$ cat src/rtl/fifo72_xgmii_arb.sv
// Two-requester XGMII TX arbiter: frame-granular round-robin over FWFT FIFOs,
// underrun abort with flush, fixed post-frame idle gap and non-start purge.
module fifo72_xgmii_arb #(
  parameter logic [3:0] GAP = 4'h1
) (
  input  logic        xgmii_tx_clk,
  input  logic        sys_rst,
  input  logic        tx_en,
  input  logic [71:0] fifo0_dout,
  input  logic [71:0] fifo1_dout,
  input  logic        fifo0_empty,
  input  logic        fifo1_empty,
  output logic        fifo0_rd_en,
  output logic        fifo1_rd_en,
  output logic [71:0] xgmii_txd,
  output logic [1:0]  grant,
  output logic [31:0] frame_cnt,
  output logic [15:0] underrun_cnt,
  output logic [15:0] drop_cnt
);
  localparam logic [71:0] IDLE_W  = 72'hff_07070707_07070707;
  localparam logic [71:0] ABORT_W = 72'hff_07070707_0707fdfe;

  typedef enum logic [1:0] {S_IDLE, S_SEND, S_FLUSH, S_GAP} state_t;
  localparam state_t S_AFTER = (GAP == 4'h0) ? S_IDLE : S_GAP;

  state_t      state_q, state_d;
  logic [71:0] txd_q, txd_d;
  logic [1:0]  grant_q, grant_d;
  logic        last_q, last_d;
  logic [3:0]  gap_q, gap_d;
  logic [31:0] frame_cnt_q, frame_cnt_d;
  logic [15:0] underrun_cnt_q, underrun_cnt_d;
  logic [15:0] drop_cnt_q, drop_cnt_d;

  logic [1:0][71:0] head;
  logic [1:0]       empty, is_start, is_term, ready, rd;
  logic             win;
  logic [1:0]       drops;
  logic [16:0]      drop_sum;

  assign head  = {fifo1_dout, fifo0_dout};
  assign empty = {fifo1_empty, fifo0_empty};

  genvar gi, li;
  generate
    for (gi = 0; gi < 2; gi++) begin : g_req
      logic [7:0] lane_term;
      for (li = 0; li < 8; li++) begin : g_lane
        assign lane_term[li] = head[gi][64+li] && (head[gi][8*li +: 8] == 8'hFD);
      end
      assign is_term[gi]  = |lane_term;
      assign is_start[gi] = head[gi][64] && (head[gi][7:0] == 8'hFB);
      assign ready[gi]    = !empty[gi] && is_start[gi];
    end
  endgenerate

  always_comb begin
    state_d        = state_q;
    txd_d          = IDLE_W;
    grant_d        = grant_q;
    last_d         = last_q;
    gap_d          = gap_q;
    frame_cnt_d    = frame_cnt_q;
    underrun_cnt_d = underrun_cnt_q;
    drop_cnt_d     = drop_cnt_q;
    rd             = 2'b00;
    win            = 1'b0;
    drops          = 2'd0;
    drop_sum       = 17'd0;
    case (state_q)
      S_IDLE: begin
        if (tx_en && (ready != 2'b00)) begin
          // On a tie the requester that did not own the previous frame wins.
          win     = (ready == 2'b11) ? ~last_q : ready[1];
          rd[win] = 1'b1;
          txd_d   = head[win];
          grant_d = win ? 2'b10 : 2'b01;
          last_d  = win;
          state_d = S_SEND;
          if (is_term[win]) begin
            frame_cnt_d = frame_cnt_q + 32'd1;
            grant_d     = 2'b00;
            gap_d       = GAP;
            state_d     = S_AFTER;
          end
        end
        for (int i = 0; i < 2; i++) begin
          if (!empty[i] && !is_start[i]) begin
            rd[i] = 1'b1;
            drops = drops + 2'd1;
          end
        end
        drop_sum   = {1'b0, drop_cnt_q} + {15'd0, drops};
        drop_cnt_d = drop_sum[16] ? 16'hffff : drop_sum[15:0];
      end
      S_SEND: begin
        if (!empty[last_q]) begin
          rd[last_q] = 1'b1;
          txd_d      = head[last_q];
          if (is_term[last_q]) begin
            frame_cnt_d = frame_cnt_q + 32'd1;
            grant_d     = 2'b00;
            gap_d       = GAP;
            state_d     = S_AFTER;
          end
        end else begin
          txd_d = ABORT_W;
          if (underrun_cnt_q != 16'hffff) underrun_cnt_d = underrun_cnt_q + 16'd1;
          state_d = S_FLUSH;
        end
      end
      S_FLUSH: begin
        if (!empty[last_q]) begin
          rd[last_q] = 1'b1;
          if (is_term[last_q]) begin
            grant_d = 2'b00;
            gap_d   = GAP;
            state_d = S_AFTER;
          end
        end
      end
      S_GAP: begin
        if (gap_q <= 4'd1) begin
          gap_d   = 4'd0;
          state_d = S_IDLE;
        end else begin
          gap_d = gap_q - 4'd1;
        end
      end
      default: state_d = S_IDLE;
    endcase
  end

  always_ff @(posedge xgmii_tx_clk or posedge sys_rst) begin
    if (sys_rst) begin
      state_q        <= S_IDLE;
      txd_q          <= IDLE_W;
      grant_q        <= 2'b00;
      last_q         <= 1'b1;
      gap_q          <= 4'h0;
      frame_cnt_q    <= 32'd0;
      underrun_cnt_q <= 16'd0;
      drop_cnt_q     <= 16'd0;
    end else begin
      state_q        <= state_d;
      txd_q          <= txd_d;
      grant_q        <= grant_d;
      last_q         <= last_d;
      gap_q          <= gap_d;
      frame_cnt_q    <= frame_cnt_d;
      underrun_cnt_q <= underrun_cnt_d;
      drop_cnt_q     <= drop_cnt_d;
    end
  end

  // Pops are suppressed while reset is held so the FIFOs are never drained blind.
  assign fifo0_rd_en  = rd[0] & ~sys_rst;
  assign fifo1_rd_en  = rd[1] & ~sys_rst;
  assign xgmii_txd    = txd_q;
  assign grant        = grant_q;
  assign frame_cnt    = frame_cnt_q;
  assign underrun_cnt = underrun_cnt_q;
  assign drop_cnt     = drop_cnt_q;
endmodule

$ cat config.mk
export PLATFORM = sky130hd
export DESIGN_NAME = fifo72_xgmii_arb
export DESIGN_NICKNAME = d
export VERILOG_FILES = /design/src/rtl/fifo72_xgmii_arb.sv
export SDC_FILE = /design/constraint.sdc
export NUM_CORES = 1
export LEC_CHECK = 0
export BUFFER_PORTS_ARGS = -buffer_cell sky130_fd_sc_hd__buf_2
export CAP_MARGIN = 15
export CORE_ASPECT_RATIO = 0.9
export CORE_MARGIN = 1
export CORE_UTILIZATION = 50
export DETAILED_ROUTE_END_ITERATION = 7
export HOLD_SLACK_MARGIN = 0.08
export PLACE_DENSITY_LB_ADDON = 0.08
export SYNTH_ARGS = -nofsm -noshare
export SYNTH_HDL_FRONTEND = slang
export SYNTH_SLANG_ARGS = --single-unit
$ cat constraint.sdc
create_clock -name xgmii_tx_clk -period 4.4 [get_ports xgmii_tx_clk]
set_clock_uncertainty 0.2 [all_clocks]
set_input_delay 0 -clock xgmii_tx_clk [delete_from_list [all_inputs] [get_ports xgmii_tx_clk]]
set_output_delay 0 -clock xgmii_tx_clk [all_outputs]
set_load 0.02 [all_outputs]
Word-level counts from Yosys, hierarchy flattened

Index checks and enable logic that the tools add are counted.
W data, S select, Z words.

Register bits: 145
Input port bits: 149
Output and inout port bits: 140

$add $sub $neg: 5
Reductions and logical operators: 42
Eq/ne operators: 31
Bitwise gates (word level): 4
Muxes and demuxes: 52
Magnitude comparators: 5

Operator list:

| cell                    | count |
|---|---|
| $mux W72                | 6 |
| $eq A8 B8 Y1 const B    | 18 |
| $pmux W72 S2            | 1 |
| $mux W32                | 4 |
| $pmux W32 S2            | 1 |
| $add A32 B1 Y32 const B | 1 |
| $mux W2                 | 16 |
| $logic_and A1 B1 Y1     | 25 |
| $mux W4                 | 5 |
| $add A16 B2 Y17         | 1 |
| $add A16 B1 Y16 const B | 1 |
| $mux W16                | 1 |
| $ne A16 B16 Y1 const B  | 1 |
| $reduce_or A8 Y1        | 2 |
| $ne A2 B2 Y1 const B    | 7 |
| $mux W1                 | 12 |
| $pmux W4 S3             | 1 |
| $pmux W2 S2             | 2 |
| $pmux W2 S4             | 1 |
| $reduce_and A4 Y1       | 2 |
| $eq A2 B2 Y1 const B    | 3 |
| $reduce_and A3 Y1       | 2 |
| $reduce_bool A2 Y1      | 3 |
| $reduce_and A5 Y1       | 1 |
| 14 further kinds        | 22 |

Logic depth before layout (Yosys ltp)

Gate-level depths: netlist (run 1).

Depth after elaboration: 13
Mapped depth: 14
Gate-level depth less buffers: 14

Worst setup path after synthesis (run 1)

No wires, ideal clock.

Path kind: input -> register
Start point: in fifo0_dout[64]
End point: reg drop_cnt_q[0], in the netlist drop_cnt[0]
Required time: 4132 ps
Data arrival time: 2753 ps
Stages on the path: 14
Slack: 1379 ps
Path through: nand4_1 > or3_1 > nor2b_1 > ha_1 > ha_1 > inv_1 > fa_1 > nor2b_1 > nand3_1 > nor2_1 > nand2_1 > or3_1 > clkbuf_1 > nand2_1

Longest elaborated chain between the ends: 10

RTL lines:

| element               | line | RTL |
|---|---|---|
| from (decl)           | 9    | `input logic [71:0] fifo0_dout,` |
| $logic_and A1 B1 Y1 * | 53   | `assign is_start[gi] = head[gi][64] && (head[gi][7:0] == 8'hFB);` |
| $logic_not A1 Y1 *    | 89   | `if (!empty[i] && !is_start[i]) begin` |
| $logic_and A1 B1 Y1 * | 89   |  |
| $mux W1 *             | 89   |  |
| $mux W2 *             | 71   | `case (state_q)` |
| $add A2 B1 Y2         | 91   | `drops = drops + 2'd1;` |
| $mux W2 *             | 89   |  |
| $mux W2 *             | 71   |  |
| $add A16 B2 Y17 *     | 94   | `drop_sum = {1'b0, drop_cnt_q} + {15'd0, drops};` |
| $mux W16 *            | 95   | `drop_cnt_d = drop_sum[16] ? 16'hffff : drop_sum[15:0];` |
| to (signal assigned)  | 153  | `drop_cnt_q <= drop_cnt_d;` |
| to (decl)             | 34   | `logic [15:0] drop_cnt_q, drop_cnt_d;` |

Mark *: on every way between the ends. The rest lies on a longest branch, timed or not. The select of a mux whose other input is x is not followed.
A chain may end at the register's enable or synchronous reset.

Worst setup path in the final report (run 1)

Start point: reg last_q
End point: reg txd_q[65], in the netlist xgmii_txd[65]

Longest elaborated chain between the ends: 6
Elaborated cells on any way between the ends: 11
Those cells by class: 10 x mux; 1 x bitwise

RTL lines:

| element                                      | line | RTL |
|---|---|---|
| from (decl)                                  | 30   | `logic last_q, last_d;` |
| from (signal assigned)                       | 149  | `last_q <= last_d;` |
| $not A1 Y1                                   | 75   | `win = (ready == 2'b11) ? ~last_q : ready[1];` |
| $mux W1                                      | 75   |  |
| $mux W72 (implied by the code) (2 in series) | 77   | `txd_d = head[win];` |
| $mux W72                                     | 73   | `if (tx_en && (ready != 2'b00)) begin` |
| $pmux W72 S2 *                               | 71   |  |
| via txd_d[65]                                | 28   | `logic [71:0] txd_q, txd_d;` |
| to (signal assigned)                         | 147  | `txd_q <= txd_d;` |
| to (decl)                                    | 28   |  |

Mark *: on every way through the listed nets, which the timed path passes. The rest lies on a longest branch. The select of a mux whose other input is x is not followed.

==> run summary, run 1 <==
The flow ran to the end, and the final reports show no timing, DRC or antenna violations. The routed wire length per instance came out at 18.2 µm. The worst slew margin relative to its limit came out at 0.380. The instance count on the critical path is 10.

The shortest period the worst path allows came out at 3.76 ns. After legalization and detailed placement, the total HPWL measured ~16,000 µm. The combined area of all synthesized cells came out at 0.00763 mm².

The placer's final routability congestion estimate is 0.866. Synthesis handed over a netlist of 794 instances. The critical path in this run is classified as flip-flop to flip-flop. The worst-case vdd ir drop came out at between 0.3 and 0.4 mV. The number of placement rows is 42. The initial standard-cell utilization of the core is 0.515. The worst setup path is captured at a flip-flop. The total setup buffers inserted after CTS came out at 0.

After clock tree synthesis, the clock-pin slew on the worst setup and hold paths is 0.06 ns. The total detailed-routing wirelength is 26,500 µm. The library cell contributing the largest single delay on the critical path is sky130_fd_sc_hd__dfstp_2. The overall die area is 0.0158 mm². TritonCTS built the clock tree. After global routing the overflow that remains totals 0. The number of nets still failing antenna checks after routing is 0.

By area the synthesized netlist is led by sky130_fd_sc_hd__dfrtp_1 (37%), sky130_fd_sc_hd__dfstp_2 (11%), sky130_fd_sc_hd__nand2_1 (9.0%). met2 is the most crowded layer. The clock insertion delay at the later pin of the skew report came out at 0.42 ns. The total CTS buffers is 17. 0 antenna diodes ended up in the layout.

For the worst setup path, the data required time is 4.54 ns. In this run the horizontal extent of the chip is 132 µm. The total of hold buffers inserted after clock tree synthesis is 177. The number of distinct library cell variants in the gate-level netlist after synthesis came out at 45. The total track usage came out at 0.344. The number of nets in the synthesized netlist is 955.

The number of antenna violations at the first check in global routing is 0. The post-route setup TNS came out at 0 ns. The height of the chip is 119 µm. The number of gates resized after CTS was 0. The number of global-route vias before repair is 8,280. The power per standard cell area is ~420 mW/mm².

The number of buffers and inverters on the critical path is 4. The worst reg-to-reg path cell count came out at 10. On the worst path, the slowest cell contributes a delay of about 0.85 ns.

The count of pins over their slew limit came out at 0. The growth of design area from synthesis to finish is 51.8%. Setup repair after global routing left no endpoint under its margin. The critical path goes through nand2b_1, o21a_1, buf_4, nand2_1, nand2_1, dlygate4sd3_1, o21ai_0, dlygate4sd3_1, nand2_1, dlygate4sd3_1. At the pin with the least slew margin, the transition time is 0.930 ns. Along the worst path, the maximum fanout reaches 31. Of the post-synthesis cell area, the dominant cell type holds 0.367. The sequential share of the synthesized area came out at 0.481. The number of violations of the max-capacitance limit is 0. The met1 track utilization from global routing came out at 0.419. The post-route fraction of the period consumed by the critical path is 0.855. The maximum clock insertion buffer count came out at 2. The tightest hold margin is 0.0920 ns. The buffer cell driving the clock tree root is sky130_fd_sc_hd__clkbuf_16.

The pre-antenna-repair detailed-routing pass consisted of 5 iterations. The fraction of met3 tracks used by global routing is 0.0817. The number of remaining DRC errors is 0. The total via count after detailed routing came out at 8,258. STA classifies the critical path startpoint as a flip-flop.

The global-route wire length before repair is 42,300 µm. The hold violation total from the final report is 0. The biggest area consumer among synthesized cells is sky130_fd_sc_hd__dfrtp_1.

The leakage dissipation is 5.74 nW. The violation count after the first detailed-routing iteration is between 500 and 600. The type of the worst min-delay path is primary input to flip-flop.

The count of boundary I/O pins is 289. The placeable core region is roughly 0.015 mm². In the final design database the tool counted about 1,400 nets.

The pin count of the biggest net entering global routing came out at 105. Setup violations remaining at the end of the flow were counted as 0. In this run the number of H-tree levels came out at 4. The count of input and output buffers came out at 288.

The mean cell area of the mapped netlist is 9.61 µm². For this run, the number of Yosys warnings is 0. The final core utilization came out at 0.782. The highest clock frequency the design can meet came out at between 0.2 and 0.3 GHz. The met2 routing resource usage after global routing is 0.580. Data arrives at the worst endpoint at 3.91 ns. In the routed layout, each cell is associated on average with a via count of 5.66. The share of final-layout standard cells stronger than drive strength 1 came out at 0.302. Counting flops and latches in the post-synthesis netlist gives 145. The kind of cell adding the most delay to the critical path is buffers and inverters. The clock drives 145 sinks.

The worst hold path was traced through 6 stages.
## per-layer routing
| metal | part of all wire | routed length, µm |
|---|---|---|
| met2 | 0.49 | 13000 |
| met1 | 0.40 | 10700 |
| met5 | 0 | 0 |
| met3 | 0.068 | 1800 |
| met4 | 0.039 | 1040 |
## tightest hold or removal path, stage by stage
cell and delay (ns):
sky130_fd_sc_hd__buf_2 0.17, sky130_fd_sc_hd__nor2_1 0.14, sky130_fd_sc_hd__ha_1 0.13, sky130_fd_sc_hd__ha_1 0.12
sky130_fd_sc_hd__mux2i_1 0.06, sky130_fd_sc_hd__nand2_1 0.06
## path summary, 6_finish.rpt
path                                from             to  slack, ns
min in group asynchronous        sys_rst   xgmii_txd[6]       0.16
min                          fifo1_empty    drop_cnt[0]       0.09
max                               last_q  xgmii_txd[65]       0.64
min reg2reg                frame_cnt[31]  frame_cnt[31]       0.27
max reg2reg                       last_q  xgmii_txd[65]       0.64
max in group asynchronous        sys_rst  xgmii_txd[40]       2.71
## state kept, by name (all words and copies together) (netlist names)
register      flops
grant             2
drop_cnt         16
gap_q             4
xgmii_txd        72
frame_cnt        32
state_q           2
underrun_cnt     16
last_q            1
## metrics by stage
stage               worst slack [ns]  power (mW)  cell area [µm²]  cells
floorplan                      0.360        2.68             7630    794
global placement                1.10        3.16             9260   1252
detailed placement              1.03        3.18             9260   1252
CTS                            0.672        4.85            11600   1459
global route                   0.431        5.11            11600   1459
finish                         0.637        4.88            11600   1459
## cells in the final DEF (no fill, tap or decap), types with 3 or more instances in the layout
master | netlist | final
sky130_fd_sc_hd__a21o_1 | 3 | 3
sky130_fd_sc_hd__a21oi_1 | 11 | 11
sky130_fd_sc_hd__a221o_1 | 31 | 31
sky130_fd_sc_hd__a22o_1 | 30 | 30
sky130_fd_sc_hd__a31oi_1 | 4 | 4
sky130_fd_sc_hd__and2_1 | 6 | 6
sky130_fd_sc_hd__and3_1 | 21 | 21
sky130_fd_sc_hd__buf_2 | 4 | 288
sky130_fd_sc_hd__buf_4 | 3 | 10
sky130_fd_sc_hd__clkbuf_16 | 0 | 17
sky130_fd_sc_hd__clkinv_2 | 0 | 5
sky130_fd_sc_hd__clkinvlp_4 | 0 | 3
sky130_fd_sc_hd__dfrtp_1 | 112 | 112
sky130_fd_sc_hd__dfstp_2 | 33 | 33
sky130_fd_sc_hd__dlygate4sd3_1 | 0 | 177
sky130_fd_sc_hd__ha_1 | 11 | 9
sky130_fd_sc_hd__inv_1 | 22 | 21
sky130_fd_sc_hd__mux2_2 | 11 | 11
sky130_fd_sc_hd__mux2i_1 | 30 | 29
sky130_fd_sc_hd__nand2_1 | 184 | 184
sky130_fd_sc_hd__nand2b_1 | 9 | 9
sky130_fd_sc_hd__nand3_1 | 27 | 27
sky130_fd_sc_hd__nand3b_1 | 3 | 3
sky130_fd_sc_hd__nand4_1 | 36 | 36
sky130_fd_sc_hd__nor2_1 | 30 | 30
sky130_fd_sc_hd__nor2b_1 | 9 | 9
sky130_fd_sc_hd__nor3_1 | 11 | 11
sky130_fd_sc_hd__nor4_1 | 19 | 19
sky130_fd_sc_hd__o211ai_1 | 3 | 3
sky130_fd_sc_hd__o21a_1 | 4 | 4
sky130_fd_sc_hd__o21ai_0 | 23 | 22
sky130_fd_sc_hd__o31ai_1 | 3 | 3
sky130_fd_sc_hd__or3_1 | 3 | 3
sky130_fd_sc_hd__xnor2_1 | 36 | 36
sky130_fd_sc_hd__xor2_1 | 18 | 18
## area by class of cell
class / instances / area, µm²
repair buffers: 475 / 3290
multi-input cells: 589 / 3730
inverters: 22 / 87.6
clock buffers: 19 / 443
clock inverters: 11 / 116
well taps: 198 / 248
flip-flops and latches: 145 / 3670
fillers: 1017 / 3230
## logic make-up (layout without fill, tap and decap cells)
logic type | count (synthesis) | after routing | synth area share
adders and majority gates | 12 | 12 | 0.0207
xor gates and xnor gates | 54 | 54 | 0.0620
DFF | 145 | 145 | 0.481
buffers and inverters | 60 | 527 | 0.0326
and+or+nand+nor | 363 | 363 | 0.225
muxes | 41 | 41 | 0.0556
AOI/OAI and AO/OA | 119 | 119 | 0.123
## synth_stat cells (all sizes together)
library cell / number
nand2: 184
dfrtp: 112
nand4: 37
xnor2: 36
dfstp: 33
a221o: 31
a22o: 30
mux2i: 30
nor2: 30
nand3: 27
clkbuf: 26
o21ai: 24
inv: 22
and3: 21
nor4: 20
xor2: 18
buf: 12
a21oi: 11
ha: 11
mux2: 11
nor3: 11
nand2b: 9
nor2b: 9
and2: 6
a31oi: 4
o21a: 4
a21o: 3
nand3b: 3
o211ai: 3
o31ai: 3
or3: 3
a22oi: 2
nor4b: 2
a211oi: 1
and4: 1
fa: 1
o21bai: 1
o22ai: 1
o41ai: 1
## power by group
group / switching (mW) / leakage [nW] / internal, mW
Combinational: 1.00 / 3.61 / 0.746
Clock: 0.561 / 0.270 / 0.838
Sequential: 0.134 / 1.87 / 1.60
Power figures use the tool's default switching activity.
==> inputs of run 2 (changes only) <==
--- a/config.mk
+++ b/config.mk
@@ -11,7 +11,8 @@
 export CORE_MARGIN = 1
 export CORE_UTILIZATION = 50
 export DETAILED_ROUTE_END_ITERATION = 7
-export HOLD_SLACK_MARGIN = 0.08
+export HOLD_SLACK_MARGIN = 0.03
+export MAX_ROUTING_LAYER = met4
 export PLACE_DENSITY_LB_ADDON = 0.08
 export SYNTH_ARGS = -nofsm -noshare
 export SYNTH_HDL_FRONTEND = slang
==> run 2 against run 1 <==
Net effect:
- utilization is 0.068 points lower
- non-clock buffer count is 1 lower
- worst setup slack improved by 0.0019 ns
- clock power hardly changed
- critical path type unchanged
- combinational power barely moved
- sequential share of layout area is essentially flat
- total power is essentially flat
- maximum frequency is essentially flat
- global-route usage increased by 0.95 points
- flip-flop and latch count stayed put
- clock-buffer cell count stayed put
==> run summary, run 2 (same netlist as run 1, synthesis figures left out) <==
The worst slew margin relative to its limit came out at 0.385 (+0.00527). The total track usage came to 0.354 (+0.00951). The placeable core region came to 0.0148 mm² (unchanged). The critical path goes through nand2b_1, o21a_1, buf_4, nand2_1, nand2_1, dlygate4sd3_1, o21ai_0, dlygate4sd3_1, nand2_1, dlygate4sd3_1. The total CTS buffers was 17 (unchanged). The worst-case vdd ir drop is 0.395 mV (+0.15%). The number of cells upsized or downsized after cts came out at 0 (unchanged). The total via count after detailed routing is 8,202 (-0.68%).

The worst path buffer plus inverter count is 4 (unchanged). The number of vias per cell after detailed routing is 5.63 (-0.61%). The fraction of met3 tracks used by global routing came out at 0.0783 (-0.00341). The clock share of power came out at 0.286 (about the same).

The final cell area excluding filler cells came out at 0.0116 mm² (about the same). The post-route setup TNS came out at 0 ns (unchanged). The maximum clock insertion buffer count came out at 2 (unchanged). The number of setup violations in the final report came out at 0 (unchanged). The maximum fanout count along the critical path came out at 31 (unchanged). STA classifies the critical path startpoint as a flip-flop. The number of remaining DRC errors came out at 0 (unchanged).

The number of antenna violations at the first check in global routing came out at 0 (unchanged). The initial standard-cell utilization of the core is 0.515 (unchanged). The total number of clock tree sinks is 145 (unchanged). STA classifies the critical path endpoint as a flip-flop. The global routing's busiest layer is met2. The height of the chip is 119 µm (unchanged).

The kind of cell adding the most delay to the critical path is buffers and inverters. The pin count of the biggest net entering global routing came out at 105 (unchanged). The area of the multi-input gates is 0.00373 mm² (unchanged). The longest individual stage delay on the worst path came out at 0.85 ns (about the same). The placer's final routability congestion estimate came out at 0.880 (+1.6%). The number of global-route vias before repair is 8,272 (-0.097%). The number of diodes added for antenna fixing came out at 0 (unchanged). The clock insertion delay at the later pin of the skew report is 0.42 ns (about the same). The count of pins over their slew limit is 0 (unchanged).

The cell sitting at the root of the clock tree is a sky130_fd_sc_hd__clkbuf_16. The slack of the critical path came to 0.639 ns (+0.00186 ns). The total detailed-routing wirelength came out at 26,500 µm (-0.23%). Among all stages on the critical path, the largest delay is contributed by sky130_fd_sc_hd__dfstp_2. The fraction of power consumed by combinational cells is 0.358 (about the same). TritonCTS built the clock tree. The number of nets still failing antenna checks after routing came out at 0 (unchanged).

The post-route fraction of the period consumed by the critical path came to 0.855 (about the same). The maximum level of the CTS H-tree was 4 (unchanged). The total power draw came out at 4.88 mW (about the same). The width of the die is 132 µm (unchanged).

The power per standard cell area came out at 422 mW/mm² (about the same). The violation count after the first detailed-routing iteration is 697 (+18%). The shortest period the worst path allows is 3.76 ns (-0.00186 ns). The number of violations of the max-capacitance limit is 0 (unchanged). The clock transition at the registers of the reported paths came out at 0.06 ns (about the same). Setup repair after global routing left no endpoint under its margin.

The arrival time at the worst endpoint was 3.90 ns (about the same). The growth of design area from synthesis to finish came out at 51.7% (about the same). The transition at the pin with the smallest max-transition slack is 0.922 ns (-0.00791 ns). The tightest min-delay check is of the primary input to flip-flop type. The share of final-layout standard cells stronger than drive strength 1 is 0.302 (about the same). The setup slack after placement is 1.03 ns (unchanged).

The count of input and output buffers came out at 288 (unchanged). The design internal power is 3.19 mW (about the same). The run finished with clean final reports.

The final global-route overflow total came out at 0 (unchanged). The routed wire length per instance is 18.1 µm (-0.17%). The final core utilization came out at 0.781 (about the same). The library cell used most frequently in the layout, excluding fill and tap cells, is sky130_fd_sc_hd__buf_2. The number of placement rows is 42 (unchanged).

The flip-flop count of the largest register after layout is 72 (unchanged). The count of fill cells added during filler insertion came out at 1,018 (+0.098%). The HPWL reported at the end of detailed placement was 16,400 µm (unchanged).

The total iterations of the first detailed-routing run was 5 (unchanged). The number of standard cells in the layout, taps in and fillers out is 1,458 (-0.069%). The library cells used most frequently in the layout, excluding fill and tap cells, are sky130_fd_sc_hd__buf_2 (288), sky130_fd_sc_hd__nand2_1 (184), sky130_fd_sc_hd__dlygate4sd3_1 (176). The register area is 0.00367 mm² (unchanged). The leakage dissipation came out at 5.74 nW (about the same).

The global-route wire length before repair is 42,300 µm (-0.16%). The area after detailed placement came to 0.00926 mm² (unchanged). The tightest hold margin came out at 0.0854 ns (-0.00655 ns). The hold violation total from the final report came to 0 (unchanged).

The sequential share of power came out at 0.356 (about the same). The number of nets in the layout came out at 1,410 (-0.071%). The met2 routing resource usage after global routing was 0.581 (about the same). The switching power of the nets came out at 1.69 mW (about the same). The switching fraction of total power is 0.347 (about the same). The count of boundary I/O pins is 289 (unchanged).

The overall die area came out at 0.0158 mm² (unchanged). The highest clock frequency the design can meet is 0.266 GHz (about the same). The met1 track utilization from global routing came out at 0.419 (unchanged). The total instance count after detailed placement came out at 1,252 (unchanged). The type of the worst setup path is flip-flop to flip-flop.

The required time of the critical path came out at 4.54 ns (about the same).
[run 2: changes by cell type in the layout (fill, tap and decap cells not counted), sizes merged]
cell,change
dlygate4sd3,-1
[run 2: power by group through the flow]
stage | sequential [mW] | combinational, mW | clock [mW]
final | 1.74 | 1.75 | 1.40
after detailed placement | 1.75 | 1.43 | 0
after global placement | 1.75 | 1.42 | 0
after CTS | 1.73 | 1.71 | 1.41
after floorplan | 2.01 | 0.672 | 0
after global routing | 1.76 | 1.88 | 1.47
[run 2: timing repair]
action,4_1_cts,5_1_grt
hold endpoints to repair,157,0
hold buffers,176,0
setup buffers,0,0
setup endpoints to repair,0,0
[run 2: layer usage]
metal | vias to the layer above | wire, µm
met2 | 383 | 13100
met3 | 87 | 1700
met4 | 0 | 997
met1 | 3996 | 10700
li1 | 3736 | -
met5 | - | 0
[run 2: worst paths after layout]
| check | startpoint | to | slack, ns | cells after the start |
|---|---|---|---|---|
| worst min-delay path | fifo0_empty | drop_cnt[0] | 0.09 | 6 |
| worst max-delay path | last_q | xgmii_txd[65] | 0.64 | 10 |
| worst min register to register | frame_cnt[31] | frame_cnt[31] | 0.27 | 1 |
| min in group asynchronous | sys_rst | drop_cnt[4] | 0.16 | 3 |
| max in group asynchronous | sys_rst | xgmii_txd[56] | 2.72 | 4 |
| worst max register to register | last_q | xgmii_txd[65] | 0.64 | 10 |
[run 2: area by class of cell]
class                   instances  share of cell area
clock buffers                  19              0.0383
clock inverters                11              0.0101
inverters                      22             0.00757
multi-input cells             589               0.323
flip-flops and latches        145               0.317
well taps                     198              0.0214
repair buffers                474               0.283
[run 2: tightest hold or removal path: cells and delay by family]
kind | cells | cell delay (ns)
buf+inv | 1 | 0.17
fa+ha+maj | 2 | 0.26
mux | 1 | 0.06
simple gates | 2 | 0.19
==> inputs of run 3 (changes only) <==
--- a/config.mk
+++ b/config.mk
@@ -12,7 +12,6 @@
 export CORE_UTILIZATION = 50
 export DETAILED_ROUTE_END_ITERATION = 7
 export HOLD_SLACK_MARGIN = 0.03
-export MAX_ROUTING_LAYER = met4
 export PLACE_DENSITY_LB_ADDON = 0.08
 export SYNTH_ARGS = -nofsm -noshare
 export SYNTH_HDL_FRONTEND = slang
==> run 3 against run 2 <==
Net effect:
- flip-flop and latch count unchanged
- clock power about the same
- critical path depth unchanged
- non-clock buffer count unchanged
- clock-buffer cell count unchanged
- via count about the same
- sequential share of layout area unchanged
- final cell count unchanged
- register-to-register slack about the same
- sequential power about the same
- largest cell class unchanged
- hold slack improved by 0.0040 ns
- worst setup slack got worse by 0.015 ns
- critical path type unchanged
- critical endpoint unchanged
==> run summary, run 3 (same netlist as run 1, synthesis figures left out) <==
The total number of clock tree sinks was 145 (unchanged). The clock insertion delay at the later pin of the skew report is 0.42 ns (about the same). The worst setup path is captured at a flip-flop. The total track usage was 0.344 (-0.00980). The number of setup violations in the final report came out at 0 (unchanged).

The worst-case vdd ir drop came to 0.395 mV (-0.15%). The total iterations of the first detailed-routing run came out at 5 (unchanged). The initial standard-cell utilization of the core came out at 0.515 (unchanged).

The number of antenna violations at the first check in global routing is 0 (unchanged). The transition at the pin with the smallest max-transition slack came to 0.933 ns (+0.0107 ns). The total detailed-routing wirelength is 26,500 µm (+0.12%). The critical path is of the flip-flop to flip-flop type. The type of the worst min-delay path is primary input to flip-flop. The number of remaining DRC errors is 0 (unchanged).

The cell depth of the worst min-delay path is 6 (unchanged). The placeable core region was 0.0148 mm² (unchanged). The count of boundary I/O pins is 289 (unchanged).

The shortest period the worst path allows came out at 3.78 ns (+0.0149 ns). The pin count of the biggest net entering global routing came out at 105 (unchanged). The global-route wire length before repair came out at 42,300 µm (about the same). The HPWL reported at the end of detailed placement came out at 16,400 µm (unchanged). The maximum level of the CTS H-tree is 4 (unchanged).

The number of violations of the max-capacitance limit is 0 (unchanged). The number of nets in the layout came to 1,410 (unchanged). The number of standard cells in the layout, taps in and fillers out was 1,458 (unchanged). The power per standard cell area is 422 mW/mm² (about the same). The height of the chip is 119 µm (unchanged). The post-route fraction of the period consumed by the critical path came out at 0.858 (+0.00339). The count of input and output buffers is 288 (unchanged). The number of diodes added for antenna fixing was 0 (unchanged).

The worst reg-to-reg path cell count is 10 (unchanged). Setup repair after global routing left no endpoint under its margin. The arrival time at the worst endpoint came out at 3.92 ns (+0.02 ns). The maximum fanout count along the critical path came out at 31 (unchanged). The startpoint identified for the worst register-to-register timing path is last_q. The clock transition at the registers of the reported paths is 0.06 ns (about the same). The count of pins over their slew limit came out at 0 (unchanged). The post-route setup TNS came out at 0 ns (unchanged). The growth of design area from synthesis to finish was 51.7% (unchanged). The leakage dissipation came to 5.74 nW (unchanged). In this run the most critical hold path is launched from fifo1_empty. Leaving out fill and tap cells, the most frequent cells in the layout are sky130_fd_sc_hd__buf_2 (288), sky130_fd_sc_hd__nand2_1 (184), sky130_fd_sc_hd__dlygate4sd3_1 (176). The number of placement rows came out at 42 (unchanged).

The buffer cell driving the clock tree root is sky130_fd_sc_hd__clkbuf_16. The placer's final routability congestion estimate came out at 0.866 (-1.6%). The final global-route overflow total is 0 (unchanged). The routed wire length per instance was 18.2 µm (+0.12%). TritonCTS built the clock tree. STA classifies the critical path startpoint as a flip-flop. The run finished with clean final reports. The library cell used most frequently in the layout, excluding fill and tap cells, is sky130_fd_sc_hd__buf_2.

In this run the critical register-to-register path is captured at xgmii_txd[65]. The number of nets still failing antenna checks after routing was 0 (unchanged). The highest clock frequency the design can meet is 0.265 GHz (-0.39%). The flip-flop count of the largest register after layout came out at 72 (unchanged). The hold violation total from the final report came to 0 (unchanged). The maximum clock insertion buffer count came out at 2 (unchanged). The number of global-route vias before repair is 8,274 (+0.024%).

The width of the die came out at 132 µm (unchanged). The share of final-layout standard cells stronger than drive strength 1 was 0.302 (unchanged). The total setup buffers inserted after CTS is 0 (unchanged).

The violation count after the first detailed-routing iteration is 606 (-13%). The total CTS buffers came to 17 (unchanged). The worst slew margin relative to its limit was 0.378 (-0.00714). The required time of the critical path came out at 4.54 ns (about the same). The total instance count after detailed placement came out at 1,252 (unchanged).

The path with the worst hold slack has its endpoint at drop_cnt[0]. The flop-to-flop setup slack came out at 0.62 ns (about the same). The total via count after detailed routing came out at 8,205 (+0.037%). The number of vias per cell after detailed routing is 5.63 (about the same). The overall die area came out at 0.0158 mm² (unchanged).
==> run 3: power breakdown <==
| part | internal, mW | switching, mW | leakage, nW | total (mW) |
|---|---|---|---|---|
| Sequential | 1.60 | 0.135 | 1.87 | 1.74 |
| Combinational | 0.746 | 1.00 | 3.60 | 1.75 |
| Clock | 0.838 | 0.559 | 0.270 | 1.40 |
==> run 3: layout make-up <==
| cell class | instances | area, µm² |
|---|---|---|
| clock buffer | 19 | 443 |
| clock inverter | 11 | 116 |
| fill | 1018 | 3240 |
| inverter | 22 | 87.6 |
| multi-input combinational | 589 | 3730 |
| sequential | 145 | 3670 |
| tap | 198 | 248 |
| timing repair buffer | 474 | 3280 |
==> run 3: worst max-delay path by stage <==
stage / to / startpoint / slack (ns)
6_report: xgmii_txd[65] / last_q / 0.62
2_1_floorplan: drop_cnt[0] / sys_rst / 0.36
5_1_grt: xgmii_txd[71] / last_q / 0.43
4_1_cts: xgmii_txd[71] / last_q / 0.67
3_5_place_dp: drop_cnt[3] / fifo0_dout[7] / 1.03
3_3_place_gp: drop_cnt[3] / fifo0_dout[64] / 1.10
==> run 3: through the flow <==
step | util | setup slack (ns) | cell area, µm² | power [mW] | hold slack (ns)
final | 0.781 | 0.624 | 11600 | 4.88 | 0.0894
after global routing | 0.781 | 0.431 | 11600 | 5.11 | 0.119
after CTS | 0.781 | 0.672 | 11600 | 4.85 | 0.0785
after detailed placement | 0.625 | 1.03 | 9260 | 3.18 | 0.0364
after global placement | 0.625 | 1.10 | 9260 | 3.16 | 0.0323
after floorplan | - | 0.360 | 7630 | 2.68 | -0.117
==> run 3: repair_timing <==
item	CTS	global route
hold buffers	176	0
resized for setup	0	0
hold endpoints to repair	157	0
==> run 3: critical path: stages (launching register included) <==
cell,delay (ns)
sky130_fd_sc_hd__dfstp_2,0.86
sky130_fd_sc_hd__nand2b_1,0.16
sky130_fd_sc_hd__o21a_1,0.20
sky130_fd_sc_hd__buf_4,0.25
sky130_fd_sc_hd__nand2_1,0.12
sky130_fd_sc_hd__nand2_1,0.05
sky130_fd_sc_hd__dlygate4sd3_1,0.55
sky130_fd_sc_hd__o21ai_0,0.12
sky130_fd_sc_hd__dlygate4sd3_1,0.56
sky130_fd_sc_hd__nand2_1,0.06
sky130_fd_sc_hd__dlygate4sd3_1,0.56
==> run 3: metal layers <==
| metal | global-route usage | share of wire | vias to the layer above |
|---|---|---|---|
| met4 | 0.160 | 0.039 | 0 |
| li1 | - | - | 3734 |
| met5 | 0 | 0 | - |
| met1 | 0.419 | 0.40 | 3999 |
| met3 | 0.0817 | 0.071 | 82 |
| met2 | 0.579 | 0.49 | 390 |
